==> src/rtl/debounce_bank.sv <==
// debounce_bank: per-channel synchroniser, change detector and tick-gated reload counter.
// Optional registered edge pulses are built only when DEBOUNCE_EDGE_EN is defined.
module debounce_bank #(
    parameter int CHANNELS    = 8,
    parameter int CNT_W       = 16,
    parameter int SYNC_STAGES = 2
) (
    input  logic                clk,
    input  logic                rst,
    input  logic [CHANNELS-1:0] in,
    input  logic [CNT_W-1:0]    reload,
    input  logic                tick,
    output logic [CHANNELS-1:0] out,
    output logic [CHANNELS-1:0] busy,
    output logic [CHANNELS-1:0] rise,
    output logic [CHANNELS-1:0] fall,
    output logic                any_change
);

`ifdef DEBOUNCE_EDGE_EN
    logic [CHANNELS-1:0] rise_nxt;
    logic [CHANNELS-1:0] fall_nxt;
`endif

    for (genvar i = 0; i < CHANNELS; i++) begin : g_ch
        logic [SYNC_STAGES-1:0] sync;
        logic                   s;
        logic                   s_d;
        logic                   chg;
        logic                   settled;
        logic                   out_q;
        logic [CNT_W-1:0]       cnt;

        assign s       = sync[SYNC_STAGES-1];
        assign chg     = s ^ s_d;
        assign settled = (cnt == '0) && !chg;

        // A fresh change always reloads, even when tick is high in the same cycle.
        always_ff @(posedge clk or posedge rst) begin
            if (rst) begin
                sync  <= '0;
                s_d   <= 1'b0;
                cnt   <= '0;
                out_q <= 1'b0;
            end else begin
                sync <= {sync[SYNC_STAGES-2:0], in[i]};
                s_d  <= s;
                if (chg)
                    cnt <= reload;
                else if ((cnt != '0) && tick)
                    cnt <= cnt - CNT_W'(1);
                if (settled)
                    out_q <= s_d;
            end
        end

        assign out[i]  = out_q;
        assign busy[i] = (cnt != '0);

`ifdef DEBOUNCE_EDGE_EN
        assign rise_nxt[i] = settled && s_d && !out_q;
        assign fall_nxt[i] = settled && !s_d && out_q;
`endif
    end

`ifdef DEBOUNCE_EDGE_EN
    // Pulses are registered alongside out so they line up with the level change.
    always_ff @(posedge clk or posedge rst) begin
        if (rst) begin
            rise       <= '0;
            fall       <= '0;
            any_change <= 1'b0;
        end else begin
            rise       <= rise_nxt;
            fall       <= fall_nxt;
            any_change <= |(rise_nxt | fall_nxt);
        end
    end
`else
    assign rise       = '0;
    assign fall       = '0;
    assign any_change = 1'b0;
`endif

endmodule
==> config.mk <==
export PLATFORM = sky130hd
export DESIGN_NAME = debounce_bank
export DESIGN_NICKNAME = d
export VERILOG_FILES = /design/src/rtl/debounce_bank.sv
export SDC_FILE = /design/constraint.sdc
export NUM_CORES = 1
export LEC_CHECK = 0
export CAP_MARGIN = 20
export CORE_UTILIZATION = 50
export DETAILED_ROUTE_END_ITERATION = 8
export GPL_ROUTABILITY_DRIVEN = 0
export PLACE_DENSITY = 0.65
export SETUP_SLACK_MARGIN = 0.02
export SLEW_MARGIN = 10
export SYNTH_ARGS = -nofsm -noshare
export SYNTH_HDL_FRONTEND = slang
export SYNTH_SLANG_ARGS = --single-unit
==> constraint.sdc <==
create_clock -name clk -period 12 [get_ports clk]
set_input_delay 3.6 -clock clk [delete_from_list [all_inputs] [get_ports clk]]
set_output_delay 3.6 -clock clk [all_outputs]
set_load 0.1 [all_outputs]
After elaboration in Yosys (flattened, before gate mapping)
Cells that the tools add are included.
W data, S select, Z words.
- add/sub/neg operators: 8
- multiplexer cells: 16
- bitwise gates (word level): 8
- reductions and logical operators: 48
- operator list (kind ; count):
    $mux W16 ; 16
    $logic_not A16 Y1 ; 8
    $reduce_bool A16 Y1 ; 8
    $sub A16 B1 Y16 const B ; 8
    $logic_and A1 B1 Y1 ; 16
    $reduce_bool A2 Y1 ; 8
    $logic_not A1 Y1 ; 8
    $xor A1 B1 Y1 ; 8
- register bits after elaboration: 160
- output and inout bits: 33
- logic and storage cells: 112

Logic depth before layout (Yosys ltp)
Gate-level depths: netlist (run 1).
- word-level depth: 4
- depth in mapped cells: 8
- depth with buffers taken out: 7

Least setup slack after synthesis (run 1)
Ideal clock, no wire load.
- path kind: reg2out
- from: reg g_ch[4].cnt[0]
- to: out busy[4]
- arrival: 2180 ps
- required time: 8400 ps
- setup slack: 6220 ps
- stages on the path, launching flop included: 6
- path buffers: 0
- path through: dfrtp_1 > inv_1 > ha_1 > or4b_1 > nor2_2 > nand3_1
- cells in the longest elaborated chain, start to end: 1
- RTL lines (item ; line ; text):
    from (decl) ; 32 ; logic [CNT_W-1:0] cnt;
    from (signal assigned) ; 49 ; cnt <= reload;
    from (signal assigned) ; 51 ; cnt <= cnt - CNT_W'(1);
    $reduce_bool A16 Y1 ; 58 ; assign busy[i] = (cnt != '0);
    to (decl) ; 14 ; output logic [CHANNELS-1:0] busy,
No other way between the ends.

Final worst setup path (run 1)
Ends and elaborated chain as after synthesis.

==> impl_metrics.ini, run 1 <==
[run_status]
status = completed

[power]
p_leak_nw = 3.902
combPwrFrac_pct = 20.4
irDropWorstVdd_mv = 0.1545
seqPwrFrac_pct = 45.7
p_sw_uw = 483.6
clkPwrFrac_pct = 34.0
powerDensity_mw_per_mm2 = 152.6
p_int_mw = 1.051
sw_frac_of_total_pct = 31.51
fin_total_pwr_mw = 1.535

[drt]
vias = 7056
wl_met3_microns = 924
drt-met1-wl_microns = 9848
drc_errors = 0
antenna_left = 0
vias_per_cell = 5.681
first_iter_violations = 476
wl_microns = 20920
wl_met2_microns = 9859
first_pass_iters = 5
routedWlPerCell_microns = 16.84
highest_layer = met4

[clock_network]
clk_pin_slew_ns = 0.06
cts_tree = built
cts_hold_buf = 0
root_buffer = clkbuf_16
cts_max_level = 4
cts_resized = 0
clk_latency_ns = 0.42
cts.sinks = 160
cts_buffers = 17
cts_setup_buffers = 0
clk_path_buf_depth = 2

[logic_synthesis]
synth_top_area_share_pct = 44.51
ys_types = 67
synth_seq_cells = 160
ys_seq_area_share_pct = 44.51
netlist_instances = 997
async_flop_share_pct = 100.0
synth_area_leaders = dfrtp_1, nand2_1, o21ai_0
post-synth-top-count-cell = dfrtp_1
synth_ff_type = dfrtp_1
yosysTopAreaCell = dfrtp_1
syn_avg_cell_area_sq_um = 9.022
synth_common_cells = dfrtp_1, nand2_1, o21ai_0, nor2_1, xnor2_1
synth_warnings = 0
synth_edf_count = 0
syn_area_sq_mm = 0.008995

[setup_path]
cp_max_fo = 7
worst-r2r-cell-count = 5
worstPathArrival_ns = 3.11
cp-start-kind = register
cp.required_ns = 8.40
crit_type = reg -> out
crit_path_end_kind = output pin

[floorplanning]
pin_count = 60
design.core.area_sq_mm = 0.01742
die-width_microns = 136.1
num_rows = 48
initial_core_util_pct = 51.65
die_h_microns = 136.1
dieArea_sq_mm = 0.01853

[placed_design]
dp_slack_ns = 5.732
post_dp_cell_area_sq_mm = 0.009475
dp_hpwl_microns = 13370
place_inst = 1210
place.port_buffers = 42

[layout]
utilization_pct = 57.76
nNetsFinal = 1040
stdcell_area_sq_mm = 0.01006
drive_above_1_share_pct = 7.571
layoutNonFillerInstCount = 1242
syn_to_final_growth_pct = 11.84
antenna_cells = 0

[timing]
whs_ns = 0.3465
skew_ns = 0.007471
slew_headroom_pct = 35.27
setup_tns_ns = 0
hold_viol_final = 0
setup_viol = 0
postLayoutSetupSlackWorst_ns = 5.291
rsz0062_at_grt = false
worst_slew_pin_slew_ns = 0.9679
min_period_over_period_pct = 55.91
fin_crit_ns = 6.709
timing.fmax_mhz = 149.1
drv_slew = 0

[global_route]
overflow = 0
grt_pass1_vias = 6572
grt_max_degree = 99
track_usage_pct = 23.86
grt_pass1_wl_microns = 33670
grt_antenna_before_repair = 0

[hold_path]
hold_depth = 0
hold_path.class = reg -> reg

[flow_run]
maxCapViolCount = 0
## sequential cells by signal, summed over array words and instances, names as in the netlist
signal      flops
g_ch.sync      16
g_ch.s_d        8
g_ch.cnt      128
g_ch.out_q      8
## logic make-up (layout without fill, tap and decap cells)
family          count (synthesis)  after routing  share of synthesized area, %
buf+inv                       105            109                         5.508
fa+ha+maj                       8              8                         1.113
simple gates                  395            395                         23.49
flops                         160            160                         44.51
other cells                     1             17                       0.04169
mux                            13             13                         1.502
xor+xnor                       98             98                         9.542
compound gates                217            217                         14.29
## power groups by stage
stage	clock [mW]	sequential (mW)	combinational (mW)
6_report	0.521	0.701	0.312
5_1_grt	0.558	0.714	0.353
4_1_cts	0.534	0.700	0.314
3_5_place_dp	0	0.708	0.312
3_3_place_gp	0	0.707	0.306
2_1_floorplan	0	0.689	0.256
## cell type report
class	instances	area, sq um
fillers	1593	7357
multi-input cells	748	4619
flip-flops and latches	160	4004
clock buffers	26	509.2
repair buffers	51	486.7
well taps	225	281.5
inverters	27	106.4
clock inverters	5	52.55
## worst max-delay path, stage by stage, from the launching register on
cell and delay [ns]:
dfrtp_1 0.39, inv_1 0.09, ha_1 0.19, or4b_1 0.55, nor2_2 0.26, nand3_1 0.20, clkdlybuf4s50_1 1.02
## cells in the final DEF, fill, tap and decap left out, types with 9 or more instances in the layout
cell type	count
a21oi_1	27
clkbuf_16	17
clkdlybuf4s50_1	41
conb_1	17
dfrtp_1	160
inv_1	26
mux2i_1	9
nand2_1	145
nand3_1	23
nand4_1	19
nor2_1	57
nor3_1	30
nor3b_1	10
nor4_1	25
o211ai_1	16
o21ai_0	99
o21ai_1	28
or4_1	14
xnor2_1	50
xor2_1	41
## per-layer routing
metal  global-route usage, %  vias to the layer above
met5                       0                        -
met4                   5.988                        0
met3                   5.295                       20
met2                   38.52                      143
met1                   32.36                     3375
li1                        -                     3518
## final timing paths
path | startpoint | end | slack [ns]
hold reg to reg | g_ch[2].sync[0] | g_ch[2].sync[1] | 0.35
min in group asynchronous | rst | g_ch[5].sync[0] | 3.74
hold / removal | g_ch[2].sync[0] | g_ch[2].sync[1] | 0.35
max in group asynchronous | rst | g_ch[3].cnt[0] | 6.86
setup / recovery | g_ch[4].cnt[0] | busy[4] | 5.29
setup reg to reg | g_ch[2].cnt[3] | g_ch[2].cnt[14] | 9.56
No activity file was read; power rests on OpenSTA's default activity.
==> run 2: changes to the inputs <==
==> constraint.sdc (replaced) <==
create_clock -name clk -period 6.54 [get_ports clk]
set_input_delay 1.962 -clock clk [delete_from_list [all_inputs] [get_ports clk]]
set_output_delay 1.962 -clock clk [all_outputs]
set_load 0.1 [all_outputs]
==> run 2 against run 1 <==
Against the previous run:
- non-clock buffer count up 3
- final cell count up 0.32%
- sequential power up 84%
- critical path type unchanged
- highest routed layer unchanged
==> impl_metrics.ini, run 2 (synthesis gave the netlist of run 1 again) <==
[layout]
stdcell_area_sq_mm = 0.01014
layoutNonFillerInstCount = 1246
nNetsFinal = 1043
antenna_cells = 0
largest_register_ff_count = 128
syn_to_final_growth_pct = 12.73
mostFrequentLayoutCell = dfrtp_1
mostFrequentLayoutCells = dfrtp_1, nand2_1, o21ai_0
reg_top3 = g_ch.cnt: 128 flops, g_ch.sync: 16 flops
largest-register = g_ch.cnt
drive_above_1_share_pct = 8.227

[placed_design]
post_dp_cell_area_sq_mm = 0.009483
place_inst = 1211
place.port_buffers = 42
dp_hpwl_microns = 13330
dp_slack_ns = 1.904

[power]
irDropWorstVdd_mv = 0.1806
p_int_mw = 1.987
powerDensity_mw_per_mm2 = 284.7
clkPwrFrac_pct = 35.6
seqPwrFrac_pct = 44.5
combPwrFrac_pct = 19.9
p_sw_uw = 900.1
sw_frac_of_total_pct = 31.18
p_leak_nw = 3.950

[clock_network]
root_buffer = clkbuf_16
clk_latency_ns = 0.43
cts_hold_buf = 0
cts_resized = 0
cts_tree = built
cts_max_level = 4
cts_setup_buffers = 0
cts_buffers = 17
clk_path_buf_depth = 2
cts.sinks = 160
clk_pin_slew_ns = 0.06

[timing]
postLayoutSetupSlackWorst_ns = 1.440
whs_ns = 0.3481
skew_ns = 0.007462
fin_crit_ns = 5.100
setup_viol = 0
timing.fmax_mhz = 196.1
hold_viol_final = 0
slew_headroom_pct = 34.86
rsz0062_at_grt = false
setup_tns_ns = 0
worst_slew_pin_slew_ns = 0.9740
drv_slew = 0
min_period_over_period_pct = 77.98

[hold_path]
hold_path.class = reg -> reg
hold_depth = 0

[global_route]
grt_antenna_before_repair = 0
overflow = 0
grt_pass1_wl_microns = 33590
grt_max_degree = 112
grt_pass1_vias = 6523
track_usage_pct = 23.77

[drt]
routedWlPerCell_microns = 16.43
antenna_left = 0
vias = 7036
first_iter_violations = 490
vias_per_cell = 5.647
first_pass_iters = 5
drc_errors = 0
wl_microns = 20470

[setup_path]
crit_path_end_kind = output pin
worstPathCellList = nor4_1, nand4_1, clkdlybuf4s50_1
crit_type = reg -> out
cp_slowest_stage_delay_ns = 1.11
critPathSlowestCell = clkdlybuf4s50_1
worst-r2r-cell-count = 5
cp-start-kind = register
worstPathArrival_ns = 3.14
cp.required_ns = 4.58
cp_max_fo = 11

[floorplanning]
num_rows = 48
die_h_microns = 136.1
pin_count = 60
design.core.area_sq_mm = 0.01742
initial_core_util_pct = 51.65
dieArea_sq_mm = 0.01853
die-width_microns = 136.1

[run_status]
status = completed

[flow_run]
maxCapViolCount = 0
-- run 2: changes by cell type in the layout (fill, tap and decap cells not counted), sizes merged --
cell	previous run	this run
bufinv	1	3
clkinv	3	7
clkbuf	26	21
buf	10	13
-- run 2: cell type report --
cell class | count | area (sq um)
fillers | 1549 | 7277
multi-input cells | 748 | 4608
flip-flops and latches | 160 | 4004
repair buffers | 54 | 533.0
clock buffers | 21 | 470.5
well taps | 225 | 281.5
clock inverters | 11 | 136.4
inverters | 27 | 106.4
-- run 2: metrics by stage --
step / power (mW) / util (%)
2_1_floorplan: 1.733 / -
3_3_place_gp: 1.858 / 54.45
3_5_place_dp: 1.870 / 54.45
4_1_cts: 2.904 / 57.93
5_1_grt: 3.052 / 58.22
6_report: 2.887 / 58.22
-- run 2: power groups by stage --
stage / Clock (mW) / Sequential (mW) / Combinational [mW]
2_1_floorplan: 0 / 1.26 / 0.469
3_3_place_gp: 0 / 1.30 / 0.562
3_5_place_dp: 0 / 1.30 / 0.571
4_1_cts: 1.05 / 1.28 / 0.574
5_1_grt: 1.09 / 1.31 / 0.651
6_report: 1.03 / 1.29 / 0.575
-- run 2: critical path, delay by kind of cell, from the launching register on --
| kind | cells | cell delay, ns |
|---|---|---|
| buf+inv | 1 | 1.11 |
| flops | 1 | 0.42 |
| simple gates | 2 | 1.18 |
-- run 2: final timing paths --
kind	startpoint	slack, ns	endpoint
min in group asynchronous	rst	1.89	g_ch[4].out_q
worst min register to register	g_ch[5].sync[0]	0.35	g_ch[5].sync[1]
worst max register to register	g_ch[2].cnt[3]	4.14	g_ch[2].cnt[14]
max in group asynchronous	rst	3.55	g_ch[3].out_q
worst min-delay path	g_ch[5].sync[0]	0.35	g_ch[5].sync[1]
worst max-delay path	g_ch[1].cnt[12]	1.44	busy[1]
-- run 2: metal layers --
metal	part of all wire, %	vias up	track usage, %
met3	4.7	23	4.773
met5	0	-	0
met2	47	151	38.01
li1	-	3512	-
met4	1.5	0	7.160
met1	47	3350	32.42
==> run 3: changes to the inputs <==
==> constraint.sdc (replaced) <==
create_clock -name clk -period 4.7 [get_ports clk]
set_input_delay 1.41 -clock clk [delete_from_list [all_inputs] [get_ports clk]]
set_output_delay 1.41 -clock clk [all_outputs]
set_load 0.1 [all_outputs]
==> run 3 against run 2 <==
Against the previous run:
- worst hold slack worse by 0.0012 ns
- via count is 0.47% lower
- critical path type unchanged
- largest power group unchanged
- die area stayed put
==> impl_metrics.ini, run 3 (synthesis gave the netlist of run 1 again) <==
[run_status]
status = completed

[drt]
first_pass_iters = 5
wl_microns = 20840
wl_met3_microns = 815
drc_errors = 0
first_iter_violations = 528
highest_layer = met4
drt-met1-wl_microns = 9839
wl_met2_microns = 9865
vias_per_cell = 5.629
antenna_left = 0
vias = 7003
routedWlPerCell_microns = 16.75

[floorplanning]
dieArea_sq_mm = 0.01853
num_rows = 48
die_h_microns = 136.1
initial_core_util_pct = 51.65
pin_count = 60
design.core.area_sq_mm = 0.01742
die-width_microns = 136.1

[flow_run]
maxCapViolCount = 0

[global_route]
grt_pass1_wl_microns = 34040
grt_antenna_before_repair = 0
overflow = 0
track_usage_pct = 24.30
grt_pass1_vias = 6578
grt_max_degree = 161

[clock_network]
root_buffer = clkbuf_16
cts.sinks = 160
clk_latency_ns = 0.43
cts_hold_buf = 0
cts_setup_buffers = 0
cts_max_level = 4
cts_buffers = 17
clk_pin_slew_ns = 0.06
clk_path_buf_depth = 2
cts_resized = 0
cts_tree = built

[power]
sw_frac_of_total_pct = 31.21
p_int_mw = 2.778
p_sw_mw = 1.260
seqPwrFrac_pct = 44.3
clkPwrFrac_pct = 35.8
p_leak_nw = 3.935
irDropWorstVdd_mv = 0.3209
fin_total_pwr_mw = 4.038
combPwrFrac_pct = 19.8
powerDensity_mw_per_mm2 = 399.3

[layout]
drive_above_1_share_pct = 8.832
largest-register = g_ch.cnt
layoutNonFillerInstCount = 1244
syn_to_final_growth_pct = 12.45
mostFrequentLayoutCell = dfrtp_1
nNetsFinal = 1041
reg_top3 = g_ch.cnt: 128 flops, g_ch.sync: 16 flops
largest_register_ff_count = 128
antenna_cells = 0
mostFrequentLayoutCells = dfrtp_1, nand2_1, o21ai_0
stdcell_area_sq_mm = 0.01011

[setup_path]
crit_type = reg -> out
cp_max_fo = 8
cp-start-kind = register
worstPathArrival_ns = 2.78
crit_path_end_kind = output pin
cp.required_ns = 3.29

[timing]
skew_ns = 0.007713
hold_viol_final = 0
setup_viol = 0
worst_slew_pin_slew_ns = 0.9747
fin_crit_ns = 4.194
drv_slew = 0
rsz0062_at_grt = false
timing.fmax_mhz = 238.4
slew_headroom_pct = 34.81
setup_tns_ns = 0
min_period_over_period_pct = 89.23

[hold_path]
hold_path.class = reg -> reg

[placed_design]
place.port_buffers = 42
post_dp_cell_area_sq_mm = 0.009462
place_inst = 1209
dp_hpwl_microns = 13000
run 3: cell count changes in the layout (fill, tap and decap cells not counted), sizes merged:
cell / before / now
buf: 13 / 18
clkdlybuf4s50: 41 / 34
clkinv: 7 / 6
clkinvlp: 1 / 3
inv: 27 / 26
run 3: path summary, 6_finish.rpt:
kind,start,endpoint,slack (ns),cells past startpoint
hold / removal,g_ch[6].sync[0],g_ch[6].sync[1],0.35,0
min in group asynchronous,rst,g_ch[4].sync[0],1.59,3
max in group asynchronous,rst,g_ch[1].out_q,2.51,3
setup reg to reg,g_ch[2].cnt[2],g_ch[2].cnt[14],2.30,5
setup / recovery,g_ch[7].cnt[0],busy[7],0.51,5
hold reg to reg,g_ch[6].sync[0],g_ch[6].sync[1],0.35,0
run 3: layout make-up:
class	instances	area, sq um
clock buffers	21	480.5
fillers	1527	7302
multi-input cells	748	4608
repair buffers	52	500.5
inverters	27	105.1
flip-flops and latches	160	4004
clock inverters	11	135.1
well taps	225	281.5
run 3: worst max-delay path, cell delays in order, from the launching register on:
cell             delay, ns
dfrtp_1               0.37
inv_1                 0.09
ha_1                  0.20
nor4b_1               0.25
nand4_1               0.35
clkdlybuf4s50_1       1.09
run 3: power by group through the flow:
stage | clock network [mW] | registers, mW | logic [mW]
after floorplan | 0 | 1.76 | 0.653
after global placement | 0 | 1.81 | 0.783
after detailed placement | 0 | 1.81 | 0.796
after CTS | 1.48 | 1.79 | 0.800
after global routing | 1.53 | 1.82 | 0.907
final | 1.45 | 1.79 | 0.801
run 3: per-stage QoR:
step	util [%]	worst slack, ns	hold slack (ns)
after floorplan	-	1.110	0.3312
after global placement	54.32	0.9905	0.3323
after detailed placement	54.32	1.002	0.3347
after CTS	57.86	0.5108	0.3486
after global routing	58.07	0.3550	0.3566
final	58.07	0.5061	0.3469
run 3: per-layer routing:
| metal | up-vias | GRT usage [%] |
|---|---|---|
| met2 | 141 | 39.34 |
| met5 | - | 0 |
| met4 | 0 | 8.333 |
| met1 | 3344 | 32.92 |
| met3 | 20 | 4.027 |
| li1 | 3498 | - |
